## config.mk

```make
export PLATFORM = sky130hd
export DESIGN_NAME = cla_pipe_adder_flat
export DESIGN_NICKNAME = d
export VERILOG_FILES = /design/src/rtl/cla_pipe_adder_if.sv /design/src/rtl/cla_pipe_adder.sv /design/src/flat_wrapper.sv
export SDC_FILE = /design/constraint.sdc
export NUM_CORES = 1
export LEC_CHECK = 0
export CAP_MARGIN = 25
export CORE_ASPECT_RATIO = 1.25
export CORE_MARGIN = 5
export CORE_UTILIZATION = 61
export DETAILED_ROUTE_END_ITERATION = 16
export PLACE_DENSITY = 0.86
export SLEW_MARGIN = 15
export SYNTH_ARGS = -nofsm -noshare
export SYNTH_HDL_FRONTEND = slang
export SYNTH_SLANG_ARGS = --single-unit
```

## constraint.sdc

```tcl
create_clock -name clk -period 17.1 [get_ports clk]
set_input_delay 3.42 -clock clk [delete_from_list [all_inputs] [get_ports clk]]
set_output_delay 3.42 -clock clk [all_outputs]
set_load 0.03 [all_outputs]
```

## src/rtl/cla_pipe_adder_if.sv

```systemverilog
// Handshake and operand/result bundle for the pipelined carry look-ahead adder.
// master drives operands and out_ready; slave is the adder.
interface cla_pipe_adder_if #(
  parameter int WIDTH = 32
);
  logic             in_valid;
  logic             in_ready;
  logic [WIDTH-1:0] a;
  logic [WIDTH-1:0] b;
  logic             ci;
  logic             op;
  logic             out_valid;
  logic             out_ready;
  logic [WIDTH-1:0] sum;
  logic             co;
  logic             ovf;

  modport master (
    output in_valid, a, b, ci, op, out_ready,
    input  in_ready, out_valid, sum, co, ovf
  );

  modport slave (
    input  in_valid, a, b, ci, op, out_ready,
    output in_ready, out_valid, sum, co, ovf
  );
endinterface

```

## src/rtl/cla_pipe_adder.sv

```systemverilog
// Pipelined add/subtract built from 4-bit carry look-ahead groups; each stage
// resolves GPS groups, so latency is WIDTH/(4*GPS) cycles with full throughput.
module cla_pipe_adder #(
  parameter int WIDTH = 32,
  parameter int GPS   = 2
) (
  input logic              clk,
  input logic              reset,
  cla_pipe_adder_if.slave  bus
);
  localparam int L  = WIDTH / (4 * GPS);
  localparam int NG = WIDTH / 4;

  // c_msb is the carry into the top bit, only meaningful once the top group is resolved.
  typedef struct packed {
    logic             valid;
    logic             carry;
    logic             c_msb;
    logic [WIDTH-1:0] sum;
    logic [WIDTH-1:0] a;
    logic [WIDTH-1:0] b;
  } stage_t;

  stage_t stage_q [L];
  stage_t stage_d [L];
  logic   stall;

  // Returns {carry into bit 3, group carry-out, 4-bit sum}.
  function automatic logic [5:0] cla4(input logic [3:0] a4, input logic [3:0] b4,
                                      input logic cin);
    logic [3:0] g;
    logic [3:0] p;
    logic [4:0] c;
    g    = a4 & b4;
    p    = a4 | b4;
    c[0] = cin;
    c[1] = g[0] | (p[0] & cin);
    c[2] = g[1] | (p[1] & g[0]) | (p[1] & p[0] & cin);
    c[3] = g[2] | (p[2] & g[1]) | (p[2] & p[1] & g[0]) | (p[2] & p[1] & p[0] & cin);
    c[4] = g[3] | (p[3] & g[2]) | (p[3] & p[2] & g[1]) | (p[3] & p[2] & p[1] & g[0])
         | (p[3] & p[2] & p[1] & p[0] & cin);
    return {c[3], c[4], a4 ^ b4 ^ c[3:0]};
  endfunction

  always_comb begin
    stage_t     cur;
    logic [5:0] r;
    int         gi;
    stall = stage_q[L-1].valid && !bus.out_ready;
    for (int k = 0; k < L; k++) begin
      if (k == 0) begin
        // Subtract enters as a + ~b + ~borrow, so later stages only ever add.
        cur.valid = bus.in_valid;
        cur.carry = bus.ci ^ bus.op;
        cur.c_msb = 1'b0;
        cur.sum   = '0;
        cur.a     = bus.a;
        cur.b     = bus.b ^ {WIDTH{bus.op}};
      end else begin
        cur = stage_q[k-1];
      end
      for (int g = 0; g < GPS; g++) begin
        gi = k * GPS + g;
        r  = cla4(cur.a[gi*4 +: 4], cur.b[gi*4 +: 4], cur.carry);
        cur.sum[gi*4 +: 4] = r[3:0];
        cur.carry          = r[4];
        if (gi == NG - 1) begin
          cur.c_msb = r[5];
        end
      end
      stage_d[k] = stall ? stage_q[k] : cur;
    end
  end

  // NOTE: the datapath is reset along with the valid bits so sum/co/ovf read 0 during reset.
  always_ff @(posedge clk or posedge reset) begin
    if (reset) begin
      for (int k = 0; k < L; k++) begin
        stage_q[k] <= '0;
      end
    end else begin
      stage_q <= stage_d;
    end
  end

  assign bus.in_ready  = !stall;
  assign bus.out_valid = stage_q[L-1].valid;
  assign bus.sum       = stage_q[L-1].sum;
  assign bus.co        = stage_q[L-1].carry;
  assign bus.ovf       = stage_q[L-1].carry ^ stage_q[L-1].c_msb;
endmodule

```

## src/flat_wrapper.sv

```systemverilog
// flat-port wrapper written by rule: the top's interface ports become plain ports
module cla_pipe_adder_flat 
#(
  parameter int WIDTH = 32,
  parameter int GPS   = 2
)
  (clk, reset, bus_in_valid, bus_a, bus_b, bus_ci, bus_op, bus_out_ready, bus_in_ready, bus_out_valid, bus_sum, bus_co, bus_ovf);
  cla_pipe_adder_if #(.WIDTH(WIDTH)) bus_i ();
  input logic clk;
  input logic reset;
  input wire logic [$bits(bus_i.in_valid)-1:0] bus_in_valid;
  input wire logic [$bits(bus_i.a)-1:0] bus_a;
  input wire logic [$bits(bus_i.b)-1:0] bus_b;
  input wire logic [$bits(bus_i.ci)-1:0] bus_ci;
  input wire logic [$bits(bus_i.op)-1:0] bus_op;
  input wire logic [$bits(bus_i.out_ready)-1:0] bus_out_ready;
  output wire logic [$bits(bus_i.in_ready)-1:0] bus_in_ready;
  output wire logic [$bits(bus_i.out_valid)-1:0] bus_out_valid;
  output wire logic [$bits(bus_i.sum)-1:0] bus_sum;
  output wire logic [$bits(bus_i.co)-1:0] bus_co;
  output wire logic [$bits(bus_i.ovf)-1:0] bus_ovf;
  assign bus_i.in_valid = bus_in_valid;
  assign bus_i.a = bus_a;
  assign bus_i.b = bus_b;
  assign bus_i.ci = bus_ci;
  assign bus_i.op = bus_op;
  assign bus_i.out_ready = bus_out_ready;
  assign bus_in_ready = bus_i.in_ready;
  assign bus_out_valid = bus_i.out_valid;
  assign bus_sum = bus_i.sum;
  assign bus_co = bus_i.co;
  assign bus_ovf = bus_i.ovf;
  cla_pipe_adder #(.WIDTH(WIDTH), .GPS(GPS)) u_core (.clk(clk), .reset(reset), .bus(bus_i));
endmodule
```

# Word-level counts from Yosys, hierarchy flattened
# Cells that the tools add are included.
[classes]
reduce_logical = 3
bitwise_logic = 243
[ops]
columns = ["op", "n"]
rows = [
  ["AND 1 bit", 128],
  ["OR 1 bit", 80],
  ["bitwise XOR 4 bit", 16],
  ["AND 4 bit", 8],
  ["OR 4 bit", 8],
  ["bitwise XOR 32 bit", 1],
  ["logical NOT 1 bit", 2],
  ["bitwise XOR 1 bit", 2],
  ["logical AND 1 bit", 1],
]
[totals]
out_inout_bits = 36
elab_cells = 265
ff_bits = 281
in_bits = 70

# Longest topological paths before layout
[depth]
word_depth = 10
mapped_depth = 11

# Worst setup path before layout
# No wires, ideal clock.
[synth_timing]
path_type = "input to output"
start = "input bus_out_ready"
end = "output bus_in_ready"
required_ns = 13.680
path_slack_ns = 9.364
t_arrival_ns = 4.316
cell_stages = 5
cell_sequence = "nor2b_1 buf_2 inv_2 buf_2 clkbuf_1"
[synth_between]
elab_chain_cells = 3
[synth_rtl]
columns = ["element", "line_no", "rtl"]
rows = [
  ["from (decl)", "flat_wrapper.sv:16", "input wire logic [$bits(bus_i.out_ready)-1:0] bus_out_ready;"],
  ["logical NOT 1 bit", "cla_pipe_adder.sv:49", "stall = stage_q[L-1].valid && !bus.out_ready;"],
  ["logical AND 1 bit", "cla_pipe_adder.sv:49", ""],
  ["logical NOT 1 bit", "cla_pipe_adder.sv:86", "assign bus.in_ready = !stall;"],
  ["to (decl)", "flat_wrapper.sv:17", "output wire logic [$bits(bus_i.in_ready)-1:0] bus_in_ready;"],
]
# Every way passes these cells.

# Worst setup path after layout
# Same ends and word-level chain as after synthesis.

==> qor.yml <==
outcome: "complete, no violations"
worstSkewPairLatency_ns: 0.43
coreArea_sq_um: 15000
syn_inst: 1032
htree_levels: 4
power_leakage_nw: 5.34
cts_hold_buffers: 0
initial_utilization_pct: 62.0
arrival_ns: 5.62
diodes: 0
antenna_found_initial: 0
timing.final.hold_violations: 0
postRouteAntennaNets: 0
max_freq_ghz: 0.111
area_growth_syn_to_layout_pct: 15.3
rows: 50
root_buffer: "clkbuf_16"
maxSlewViolCount: 0
cts_setup_buffers: 0
synth.top_cell.area_share_pct: 49.7
r2r_cells: 8
critPathKind: "input pin to output pin"
ioPinCount: 106
synthArstFlopShare_pct: 100
cts_made_buffers: 17
ys_ff_latch: 185
tns_ns: 0
endpoint_kind: "output pin"
grtUsageTotal_pct: 21.4
clkTransAtPathRegs_ns: 0.06
critPathBufInv: 4
nets: 1224
min_path_type: "register to register"
wire_per_inst_microns: 14.1
whs_path_depth: 2
fin_util_pct: 71.5
synth_area_sq_um: 9310
ys_seq_area_share_pct: 49.7
critical_path_depth: 5
wl_mm: 17.9
rsz0062_at_grt: "no"
die_w_microns: 120
dr.pass1.iters: 5
cp_slowest_cell: "clkdlybuf4s50_1"
cts_tree: "yes"
layout-drive-gt1-share_pct: 4.03
drcViolationCount: 0
critPathMaxFanout: 79
vias_per_cell: 5.22
tightest_slew_ns: 0.950
grt_pass1_wl_mm: 30.9
ys_warn_count: 0
crit_required_ns: 13.68
avgSynthCellArea_sq_um: 9.02
fin_skew_ns: 0.0114
cts_resized: 0
fp.dieH_microns: 148
synth_edf_count: 0
timing.critical_path.max_delay_family: "buffers and inverters"
grt_pass1_vias: 6636
yosys-top-cells-area: "dfrtp_1, nand2_1, ha_1"
clock_sinks: 185
dieArea_sq_um: 17800
cp_common_cell: "clkdlybuf4s50_1"
setup_viol: 0
vias: 6651
grt_overflow_total: 0
grt_max_degree: 123
cap_violations: 0
fin_crit_sh_pct: 52.8
synth_cell_types: 40
dpl.hpwl_mm: 12.2
place_congestion: 0.789
drt_iter0_markers: 418
max_stage_delay_ns: 0.79
relSlewSlack_pct: 36.7
setup.worst_path.start_class: "input pin"
cp_cell_sequence: "clkdlybuf4s50_1 > nor2b_4 > buf_4 > inv_6 > clkdlybuf4s50_1"
power_density_nw_per_um2: 180
peakVddDrop_v: 0.000153
synth_area_leader_cell: "dfrtp_1"
synth_flop_cell: "dfrtp_1"
syn_nets: 1174
port-buffer-count: 105
cts_buffer_depth: 2
period_minus_slack_ns: 9.04
==> flip-flops by register name, indices dropped and copies added (netlist names) <==
signal / cells
u_core.bus.out_valid: 1
u_core.bus.co: 1
u_core.bus.sum: 32
u_core.stage_q: 151
==> where the power goes <==
group / switching (W) / internal (W) / total [W]
registers: 0.000115 / 0.000635 / 0.000750
logic: 0.000490 / 0.000341 / 0.000830
clock network: 0.000159 / 0.000195 / 0.000354
total: 0.000764 / 0.00117 / 0.00193
==> metrics by stage <==
stage / hold WS, ns / worst slack [ns] / instance area [sq um] / power, W / instances
after floorplan: 0.430 / 8.65 / 9310 / 0.00138 / 1032
after global placement: 0.449 / 8.07 / 10200 / 0.00154 / 1245
after detailed placement: 0.454 / 8.07 / 10200 / 0.00158 / 1245
after CTS: 0.468 / 8.07 / 10700 / 0.00195 / 1274
after global routing: 0.472 / 7.94 / 10700 / 0.00209 / 1274
final: 0.465 / 8.06 / 10700 / 0.00193 / 1274
==> routing by layer <==
metal	global-route usage (%)	wire length, microns	up-vias
li1	-	-	3311
met1	27.1	7570	3178
met2	37.4	9390	140
met3	3.96	676	22
met4	6.69	285	0
met5	0	0	-
==> cells in the mapped netlist (4+ instances only) <==
cell / number
nand2_1: 342
dfrtp_1: 185
inv_1: 83
o21ai_1: 77
ha_1: 64
buf_4: 33
a21oi_1: 32
clkbuf_1: 31
nor2_1: 31
xor2_1: 24
xnor2_1: 23
nor3_1: 11
nand3b_1: 9
buf_2: 8
fa_1: 8
nand2b_1: 8
buf_1: 7
and3_1: 6
o21ai_0: 5
nand3_1: 4
nor2b_1: 4
nor3b_1: 4
==> worst reg2reg max path, stage by stage (launching register included) <==
cell and delay [ns]:
dfrtp_1 0.40, nor2b_4 0.13, buf_4 0.31, inv_6 0.52, buf_4 0.78, buf_4 0.68, nand3b_1 0.15, o21ai_0 0.12
a21oi_1 0.07
==> placed cells by master (no fill, tap or decap), drive strengths merged, types with 4 or more instances in the layout <==
master         Yosys  routed
nand2            342     342
dfrtp            185     185
clkdlybuf4s50      0     104
inv               84      84
o21ai             82      82
ha                64      64
a21oi             32      32
nor2              31      31
xor2              24      24
xnor2             23      23
clkbuf            31      23
nor3              13      13
nand3b             9       9
nand2b             9       9
fa                 8       8
and3               6       6
buf               48       6
nor3b              4       4
nand3              4       4
nor2b              4       4
o311a              4       4
==> kinds of logic (layout without fill, tap and decap cells) <==
group / Yosys count / in the layout / synth area share [%]
and+or+nand+nor: 432 / 432 / 19.4
DFF: 185 / 185 / 49.7
buffers and inverters: 163 / 223 / 8.01
AOI/OAI and AO/OA: 133 / 133 / 8.11
adders and majority gates: 72 / 72 / 10.3
xor gates and xnor gates: 47 / 47 / 4.42
==> final timing paths <==
kind,startpoint,endpoint,slack [ns]
worst max-delay path,bus_out_ready,bus_in_ready,8.06
worst min-delay path,u_core.stage_q[228],u_core.stage_q[228],0.47
worst max register to register,u_core.bus.out_valid,u_core.stage_q[196],13.83
worst min register to register,u_core.stage_q[228],u_core.stage_q[228],0.47
max in group asynchronous,reset,u_core.stage_q[186],12.19
min in group asynchronous,reset,u_core.stage_q[348],3.56
==> final cells by class <==
cell class                 count  area (sq um)
multi-input combinational    684          3940
inverter                      84           328
tap                          182           228
timing repair buffer         110          1080
sequential                   185          4630
clock buffer                  23           478
clock inverter                 6          45.0
fill                        1124          4280
Power figures use the tool's default switching activity.
